`config.mk`:
```
export PLATFORM = sky130hd
export DESIGN_NAME = fetch_controller
export DESIGN_NICKNAME = d
export VERILOG_FILES = /design/src/rtl/fetch_pkg.sv /design/src/rtl/fetch_pc_reg.sv /design/src/rtl/fetch_controller.sv
export SDC_FILE = /design/constraint.sdc
export NUM_CORES = 1
export LEC_CHECK = 0
export CAP_MARGIN = 20
export CORE_ASPECT_RATIO = 0.8
export CORE_MARGIN = 2
export CORE_UTILIZATION = 35
export CTS_CLUSTER_DIAMETER = 200
export DETAILED_ROUTE_END_ITERATION = 6
export GPL_TIMING_DRIVEN = 0
export PLACE_DENSITY_LB_ADDON = 0.15
export SLEW_MARGIN = 20
export SYNTH_ARGS = -nofsm -noshare
export SYNTH_HDL_FRONTEND = slang
export SYNTH_SLANG_ARGS = --single-unit
```
`constraint.sdc`:
```
create_clock -name clk -period 10.62 [get_ports clk]
set_input_delay 3.186 -clock clk [delete_from_list [all_inputs] [get_ports clk]]
set_output_delay 3.186 -clock clk [all_outputs]
set_load 0.005 [all_outputs]
```
`src/rtl/fetch_pkg.sv`:
```
// Shared types and constants for the instruction fetch front end.
// Imported by fetch_controller and fetch_pc_reg.
package fetch_pkg;

  localparam int XLEN        = 32;
  localparam int INSTR_BYTES = 4;

  typedef enum logic [2:0] {
    IDLE,
    REQ,
    WAIT,
    HOLD,
    FLUSH
  } fetch_state_t;

endpackage

```
`src/rtl/fetch_pc_reg.sv`:
```
// Fetch PC register with hold / +4 / aligned-redirect mux.
// Also tracks a sticky flag for misaligned redirect targets.
module fetch_pc_reg
  import fetch_pkg::*;
#(
  parameter logic [XLEN-1:0] RESET_PC = '0
) (
  input  logic            clk,
  input  logic            reset,
  input  logic            advance,
  input  logic            redirect_valid,
  input  logic [XLEN-1:0] redirect_target,
  output logic [XLEN-1:0] pc,
  output logic            misaligned_err
);

  logic [XLEN-1:0] pc_d, pc_q;
  logic            mis_d, mis_q;

  always_comb begin
    pc_d  = pc_q;
    mis_d = mis_q;
    if (redirect_valid) begin
      pc_d  = {redirect_target[XLEN-1:2], 2'b00};
      mis_d = mis_q | (|redirect_target[1:0]);
    end else if (advance) begin
      // Wraps modulo 2^32 by width truncation.
      pc_d = pc_q + XLEN'(INSTR_BYTES);
    end
  end

  always_ff @(posedge clk or posedge reset) begin
    if (reset) begin
      pc_q  <= RESET_PC;
      mis_q <= 1'b0;
    end else begin
      pc_q  <= pc_d;
      mis_q <= mis_d;
    end
  end

  assign pc             = pc_q;
  assign misaligned_err = mis_q;

endmodule

```
`src/rtl/fetch_controller.sv`:
```
// Stall- and redirect-aware fetch sequencer: one outstanding
// imem request, a one-entry holding register toward decode.
module fetch_controller
  import fetch_pkg::*;
#(
  parameter logic [XLEN-1:0] RESET_PC = 32'h0000_0000
) (
  input  logic        clk,
  input  logic        reset,
  output logic        imem_req_valid,
  input  logic        imem_req_ready,
  output logic [31:0] imem_req_addr,
  input  logic        imem_rsp_valid,
  input  logic [31:0] imem_rsp_data,
  output logic        inst_valid,
  input  logic        inst_ready,
  output logic [31:0] inst_data,
  output logic [31:0] inst_pc,
  input  logic        redirect_valid,
  input  logic [31:0] redirect_target,
  output logic        misaligned_err
);

  fetch_state_t state_d, state_q;
  logic [31:0]  inflight_pc_d, inflight_pc_q;
  logic [31:0]  inst_data_d, inst_data_q;
  logic [31:0]  inst_pc_d, inst_pc_q;
  logic         inst_valid_d, inst_valid_q;
  logic         accept;
  logic         advance;
  logic [31:0]  pc;

  fetch_pc_reg #(
    .RESET_PC(RESET_PC)
  ) u_pc (
    .clk            (clk),
    .reset          (reset),
    .advance        (advance),
    .redirect_valid (redirect_valid),
    .redirect_target(redirect_target),
    .pc             (pc),
    .misaligned_err (misaligned_err)
  );

  assign accept = (state_q == REQ) && imem_req_ready;

  always_comb begin
    state_d       = state_q;
    inflight_pc_d = inflight_pc_q;
    inst_data_d   = inst_data_q;
    inst_pc_d     = inst_pc_q;
    inst_valid_d  = inst_valid_q;
    advance       = 1'b0;

    unique case (state_q)
      IDLE: state_d = REQ;
      REQ: begin
        if (accept) begin
          inflight_pc_d = pc;
          advance       = 1'b1;
          state_d       = WAIT;
        end
      end
      WAIT: begin
        if (imem_rsp_valid) begin
          inst_data_d  = imem_rsp_data;
          inst_pc_d    = inflight_pc_q;
          inst_valid_d = 1'b1;
          state_d      = HOLD;
        end
      end
      HOLD: begin
        if (inst_ready) begin
          inst_valid_d = 1'b0;
          state_d      = REQ;
        end
      end
      FLUSH: begin
        if (imem_rsp_valid) state_d = REQ;
      end
      default: state_d = IDLE;
    endcase

    // Redirect wins; an accepted or pending fetch becomes stale.
    if (redirect_valid) begin
      inst_data_d  = inst_data_q;
      inst_pc_d    = inst_pc_q;
      inst_valid_d = 1'b0;
      unique case (state_q)
        IDLE:    state_d = REQ;
        REQ:     state_d = accept ? FLUSH : REQ;
        WAIT:    state_d = imem_rsp_valid ? REQ : FLUSH;
        HOLD:    state_d = REQ;
        FLUSH:   state_d = imem_rsp_valid ? REQ : FLUSH;
        default: state_d = IDLE;
      endcase
    end
  end

  always_ff @(posedge clk or posedge reset) begin
    if (reset) begin
      state_q       <= IDLE;
      inflight_pc_q <= '0;
      inst_data_q   <= '0;
      inst_pc_q     <= '0;
      inst_valid_q  <= 1'b0;
    end else begin
      state_q       <= state_d;
      inflight_pc_q <= inflight_pc_d;
      inst_data_q   <= inst_data_d;
      inst_pc_q     <= inst_pc_d;
      inst_valid_q  <= inst_valid_d;
    end
  end

  assign imem_req_valid = (state_q == REQ);
  assign imem_req_addr  = pc;
  assign inst_valid     = inst_valid_q;
  assign inst_data      = inst_data_q;
  assign inst_pc        = inst_pc_q;

endmodule
```
=== After elaboration in Yosys (flattened, before gate mapping) ===
Index checks and enable logic that the tools add are counted.

* Output and inout port bits: 99
* Input bits: 70
* Word-level logic and storage cells: 46
* Register bits after elaboration: 133

* Reduce and logical (&&, ||, !) cells: 11
* Add/subtract/negate cells: 1
* Bitwise logic cells: 2
* Muxes and demuxes: 17
* Eq/ne operators: 8

{| class="wikitable"
|+ Operator list
! kind !! number
|-
| $mux 32 || 2
|-
| $add 32x3->32 const B || 1
|-
| $mux 3 || 7
|-
| $pmux 3 s5 || 1
|-
| $ne 3x3->1 const B || 3
|-
| $pmux 3 s3 || 1
|-
| $eq 3x2->1 const B || 2
|-
| $reduce_and 3->1 || 2
|-
| $reduce_or 2->1 || 3
|-
| $mux 1 || 5
|-
| $reduce_and 4->1 || 1
|-
| $eq 3x1->1 const B || 1
|-
| $eq 3x3->1 const B || 1
|-
| $logic_not 3->1 || 1
|-
| $ne 3x1->1 const B || 1
|-
| $reduce_bool 3->1 || 1
|-
| $pmux 1 s2 || 1
|-
| $reduce_and 2->1 || 1
|-
| $reduce_bool 2->1 || 1
|-
| $logic_and 1x1->1 || 1
|-
| $not 1->1 || 1
|-
| $or 1x1->1 || 1
|}

=== Depth between registers and ports, before layout ===
* Depth in word-level cells: 6
* Gate-level depth with buffers: 7
* Depth with buffers taken out: 5

=== Cells and area by module ===
From an unflattened synthesis, not the netlist that was laid out.

* Cells, all modules: 439
* Area, all modules: 5728.0 µm²

{| class="wikitable"
|+ By module, submodules not included
! module !! times used !! area an instance (µm²) !! seq. area each (µm²) !! cells each
|-
| fetch_controller || 1 || 3834.9 || 2502.4 || 228
|-
| fetch_pc_reg || 1 || 1893.1 || 775.7 || 211
|}

=== Least setup slack after synthesis ===
No wires, ideal clock.

* Kind: input-to-reg
* From: in imem_req_ready
* To: reg u_pc.pc_q[30] (netlist: u_pc.pc[30])
* Slack: 6001 ps
* Data required time: 10533 ps
* Cell stages on the path: 5
* Path buffers: 1
* Arrival time: 4532 ps
* Cell sequence: nand4bb_1 clkbuf_1 or3_1 or4b_1 o211ai_1

* Cells in the longest elaborated chain, start to end: 4

{| class="wikitable"
|+ RTL lines
! item !! RTL line !! source
|-
| start, declared || fetch_controller.sv:11 || <nowiki>input logic imem_req_ready,</nowiki>
|-
| $logic_and 1x1->1 || fetch_controller.sv:45 || <nowiki>assign accept = (state_q == REQ) && imem_req_ready;</nowiki>
|-
| $mux 1 || fetch_controller.sv:58 || <nowiki>if (accept) begin</nowiki>
|-
| $mux 1 || fetch_controller.sv:55 || <nowiki>unique case (state_q)</nowiki>
|-
| $reduce_bool 2->1 (no line) || -- ||
|-
| end signal, assigned || fetch_pc_reg.sv:37 || <nowiki>pc_q <= pc_d;</nowiki>
|-
| end, declared || fetch_pc_reg.sv:17 || <nowiki>logic [XLEN-1:0] pc_d, pc_q;</nowiki>
|}

Every way passes these cells.
A chain may end at the register's enable or synchronous reset.

=== Worst setup path in the final report ===
* From: in imem_req_ready
* To: reg state_q[2]

* Cells in the longest elaborated chain, start to end: 4

{| class="wikitable"
|+ RTL lines
! item !! RTL line !! source
|-
| $logic_and 1x1->1 * || fetch_controller.sv:45 ||
|-
| $mux 3 || fetch_controller.sv:91 || <nowiki>REQ: state_d = accept ? FLUSH : REQ;</nowiki>
|-
| $pmux 3 s3 || fetch_controller.sv:89 || <nowiki>unique case (state_q)</nowiki>
|-
| $mux 3 || fetch_controller.sv:85 || <nowiki>if (redirect_valid) begin</nowiki>
|-
| end signal, assigned || fetch_controller.sv:108 || <nowiki>state_q <= state_d;</nowiki>
|-
| end, declared || fetch_controller.sv:24 || <nowiki>fetch_state_t state_d, state_q;</nowiki>
|}

Mark *: on every way between the ends. The rest lies on a longest branch, timed or not.

==> run summary <==
The flow ran to the end, and the final reports show no timing, DRC or antenna violations. The run gives 17000 sq um as the die footprint. Across the run, the number of max-cap violations was 0.

The cell area that synthesis handed to floorplanning was 5580 sq um. The filler cells instantiated in the layout total 1458. The worst setup path is of the input pin to register kind. 169 I/O pins were placed. The sequential cells in the finished layout cover a total of 3180 sq um. The worst-case IR drop observed on VDD is 113 uV. The share of layout cells above drive strength 1 is 15.1%.

From left edge to right edge, the die measures 145 um. The tools report the global-route usage over all layers as 19.4%. The final net count came out at 772. At the pin with the least slew margin, the transition time is 681 ps. The per-instance average area after synthesis was 10.8 sq um; the wire length of the first global-routing pass was 25300 um. Clock latency on the worst-skew pair, taken at its later pin, is 420 ps. The final critical-path setup slack was 5470 ps.

The core footprint was 15700 sq um. The run gives 0 as the number of antenna violations at the first check in global routing. Detailed placement finished with a half-perimeter wire length of 11500 um. After layout, the worst path uses 48.5% of the clock period.

Total setup violations reported at the end of the flow: 0. Sorting the synthesized cells by area gives the leading types as dfrtp_1, mux2_2, nand2_1. The switching share of total power is 28.0%, and the vias per cell is 4.96.

Weighted congestion at the end of routability-driven global placement: 0.852. Setup repair after global routing left no endpoint under its margin. TritonCTS built the clock tree. The launching element type of the critical path is an input pin. Total count of max-transition violations in the final report: 0. Cell internal power was estimated by the tool at 1.32 mW. The run gives 0 ps as the setup total negative slack. The final antenna diode count is 0, and the top-area cell type share of the netlist area is 57.0%. For the floorplan row count, the log shows 41. In the routed design, unresolved DRC markers number 0. Multi-input combinational cell area: 2230 sq um. The highest fanout seen on the critical path came out at 10. The clock network burns 32.0% of the power. Synthesis inferred 127 register bits. Buffers inserted during clock tree synthesis total 17. The overall die height works out to 117 um. The detailed-route wire length per cell was 17.1 um. Counting flops with an async set or reset pin after synthesis yields a share of 100%. The tools report the relative contribution of sequential cells to total power as 40.3%. Yosys mapped a number of flops with a built-in enable equal to 0.

The initial standard-cell utilization of the core was 35.5%; the worst-case setup slack after placement was 5020 ps. The routed design has 15900 um of wire. The final period demand of the worst path works out to 5150 ps.

The power per unit of standard cell area is 226 nW/um^2. The leading register cell type out of synthesis is dfrtp_1. After clock tree synthesis, the clock-pin slew on the worst setup and hold paths is 50 ps. The run gives 0 as the number of resized instances in the post-cts repair step. After the flow finishes, the layout carries non-filler instances totaling 929.

Post-synthesis to final-layout area growth: 45.5%. Summed over all cells, the static leakage comes to 3.51 nW. For met2 alone, demand over resource in global routing was 30.2%. The clock arrives with 7.81 ps of skew.

The run gives 4656 as the number of global-route vias before repair. The H-tree was split into 4 levels. The logs give 51.7% for the share of the core filled with cells in the final layout and 2 for the maximum buffer depth of the clock tree. The count of routing violations after the opening detailed-route iteration was 391; the overall overflow remaining after global route was 0.

Once detail routing completed, the nets flagged for antenna violations numbered 0. The worst setup path is captured at a register. The synthesized design spends more area on one cell type than any other, namely dfrtp_1.

Data arrives at the worst endpoint at 5410 ps. The synthesized netlist contains 45 unique library cells. The cell sitting at the root of the clock tree is a clkbuf_16. Most common cell in the synthesized netlist: dfrtp_1. Total number of vias: 4608.

The logs give 0 for the count of final hold-check violations and 0 for the number of warnings reported in the yosys synthesis log. The logs give 897 for the cell count after placement and 25.7% for the routing usage on met1. STA puts the critical path data required time at 10880 ps. The tools report the CTS sink count as 127.

Fraction of met3 tracks used by global routing: 6.71%. The total net switching power is 513 uW. For the buffer count from post-CTS setup fixing, the log shows 0. Top achievable clock speed: 194 MHz.

The layer with the highest usage is met2. The number of buffer cells added on primary ports was 163. The tightest min-delay check is of the register to register type.

Before antenna repair, the detailed router went through 5 iterations. Counting instances in the post-synthesis netlist gives the leading cell types as dfrtp_1, nand2_1, mux2_2. In this run, the combinational gates consume 27.7% of the power. The worst pin sits at a relative slew slack of 54.1%. In this run, post-CTS hold repair placed 0 buffers.

Synthesis handed over a netlist of 515 instances. The share of the Yosys chip area taken by registers is 57.0%. For the largest net degree at the start of global routing, the log shows 86.
cells in the final DEF (no fill, tap or decap), types with 4 or more instances in the layout:
master,Yosys,layout
nor3_1,5,5
or3_1,6,6
nand2_1,111,111
buf_4,6,6
o31ai_1,11,11
nand3_1,12,12
nor2_1,25,25
clkdlybuf4s50_1,0,163
xnor2_1,7,7
clkbuf_16,0,17
a31oi_1,17,17
inv_1,7,6
nand4_1,12,12
conb_1,1,4
nor4_1,6,6
mux2_2,62,62
clkbuf_1,21,25
dfrtp_1,127,127
or4_1,13,13
o21ai_0,22,22
a21oi_1,5,5
metal layers:
metal  share of wire, %  vias to the layer above
met5                  0                        -
li1                   -                     2191
met4                1.7                        0
met3                7.4                       17
met1                 47                     2205
met2                 44                      195
per-stage QoR:
stage | area [sq um] | power (mW) | hold WS [ps]
2_1_floorplan | 5590 | 0.948 | 442
3_3_place_gp | 7490 | 1.24 | 451
3_5_place_dp | 7530 | 1.26 | 457
4_1_cts | 8120 | 1.85 | 475
5_1_grt | 8120 | 1.94 | 490
6_report | 8120 | 1.83 | 468
cell families after synthesis:
logic type / share of synthesized area [%]
AOI/OAI and AO/OA: 6.91
buffers and inverters: 3.21
xor gates and xnor gates: 1.41
DFF: 57.0
muxes: 12.7
other: 0.0672
and+or+nand+nor: 18.5
adders and majority gates: 0.224
final cells by class:
class | instances | share of cell area (%)
flip-flops and latches | 127 | 39.1
multi-input cells | 352 | 27.5
repair buffers | 164 | 20.4
clock buffers | 22 | 5.59
well taps | 215 | 3.31
plain buffers | 31 | 1.83
clock inverters | 10 | 1.70
inverters | 8 | 0.462
flip-flops by register name, summed over array words and instances (netlist names):
register,flops
inst_data,32
inflight_pc_q,30
inst_pc,30
u_pc.pc,30
state_q,3
inst_valid,1
u_pc.misaligned_err,1
critical path, cell delays in order:
cell             delay (ps)
clkdlybuf4s50_1         450
nand4bb_1               220
clkbuf_1                370
clkbuf_1                440
buf_1                   550
o32ai_1                 190
worst paths after layout:
kind,depth (start not counted),from,slack (ps),endpoint
min reg2reg,1,u_pc.misaligned_err,470,u_pc.misaligned_err
max in group asynchronous,3,reset,6740,inflight_pc_q[22]
min in group asynchronous,2,reset,3160,inst_data[28]
min,1,u_pc.misaligned_err,470,u_pc.misaligned_err
max,6,imem_req_ready,5470,state_q[2]
max reg2reg,5,state_q[2],8150,state_q[2]
power by group through the flow:
| stage | registers [mW] | logic (mW) | clock network, mW |
|---|---|---|---|
| 6_report | 0.739 | 0.509 | 0.586 |
| 5_1_grt | 0.761 | 0.556 | 0.620 |
| 4_1_cts | 0.741 | 0.516 | 0.597 |
| 3_5_place_dp | 0.749 | 0.513 | 0 |
| 3_3_place_gp | 0.740 | 0.501 | 0 |
| 2_1_floorplan | 0.730 | 0.218 | 0 |
Note: power is estimated with default switching activity, not from simulation.
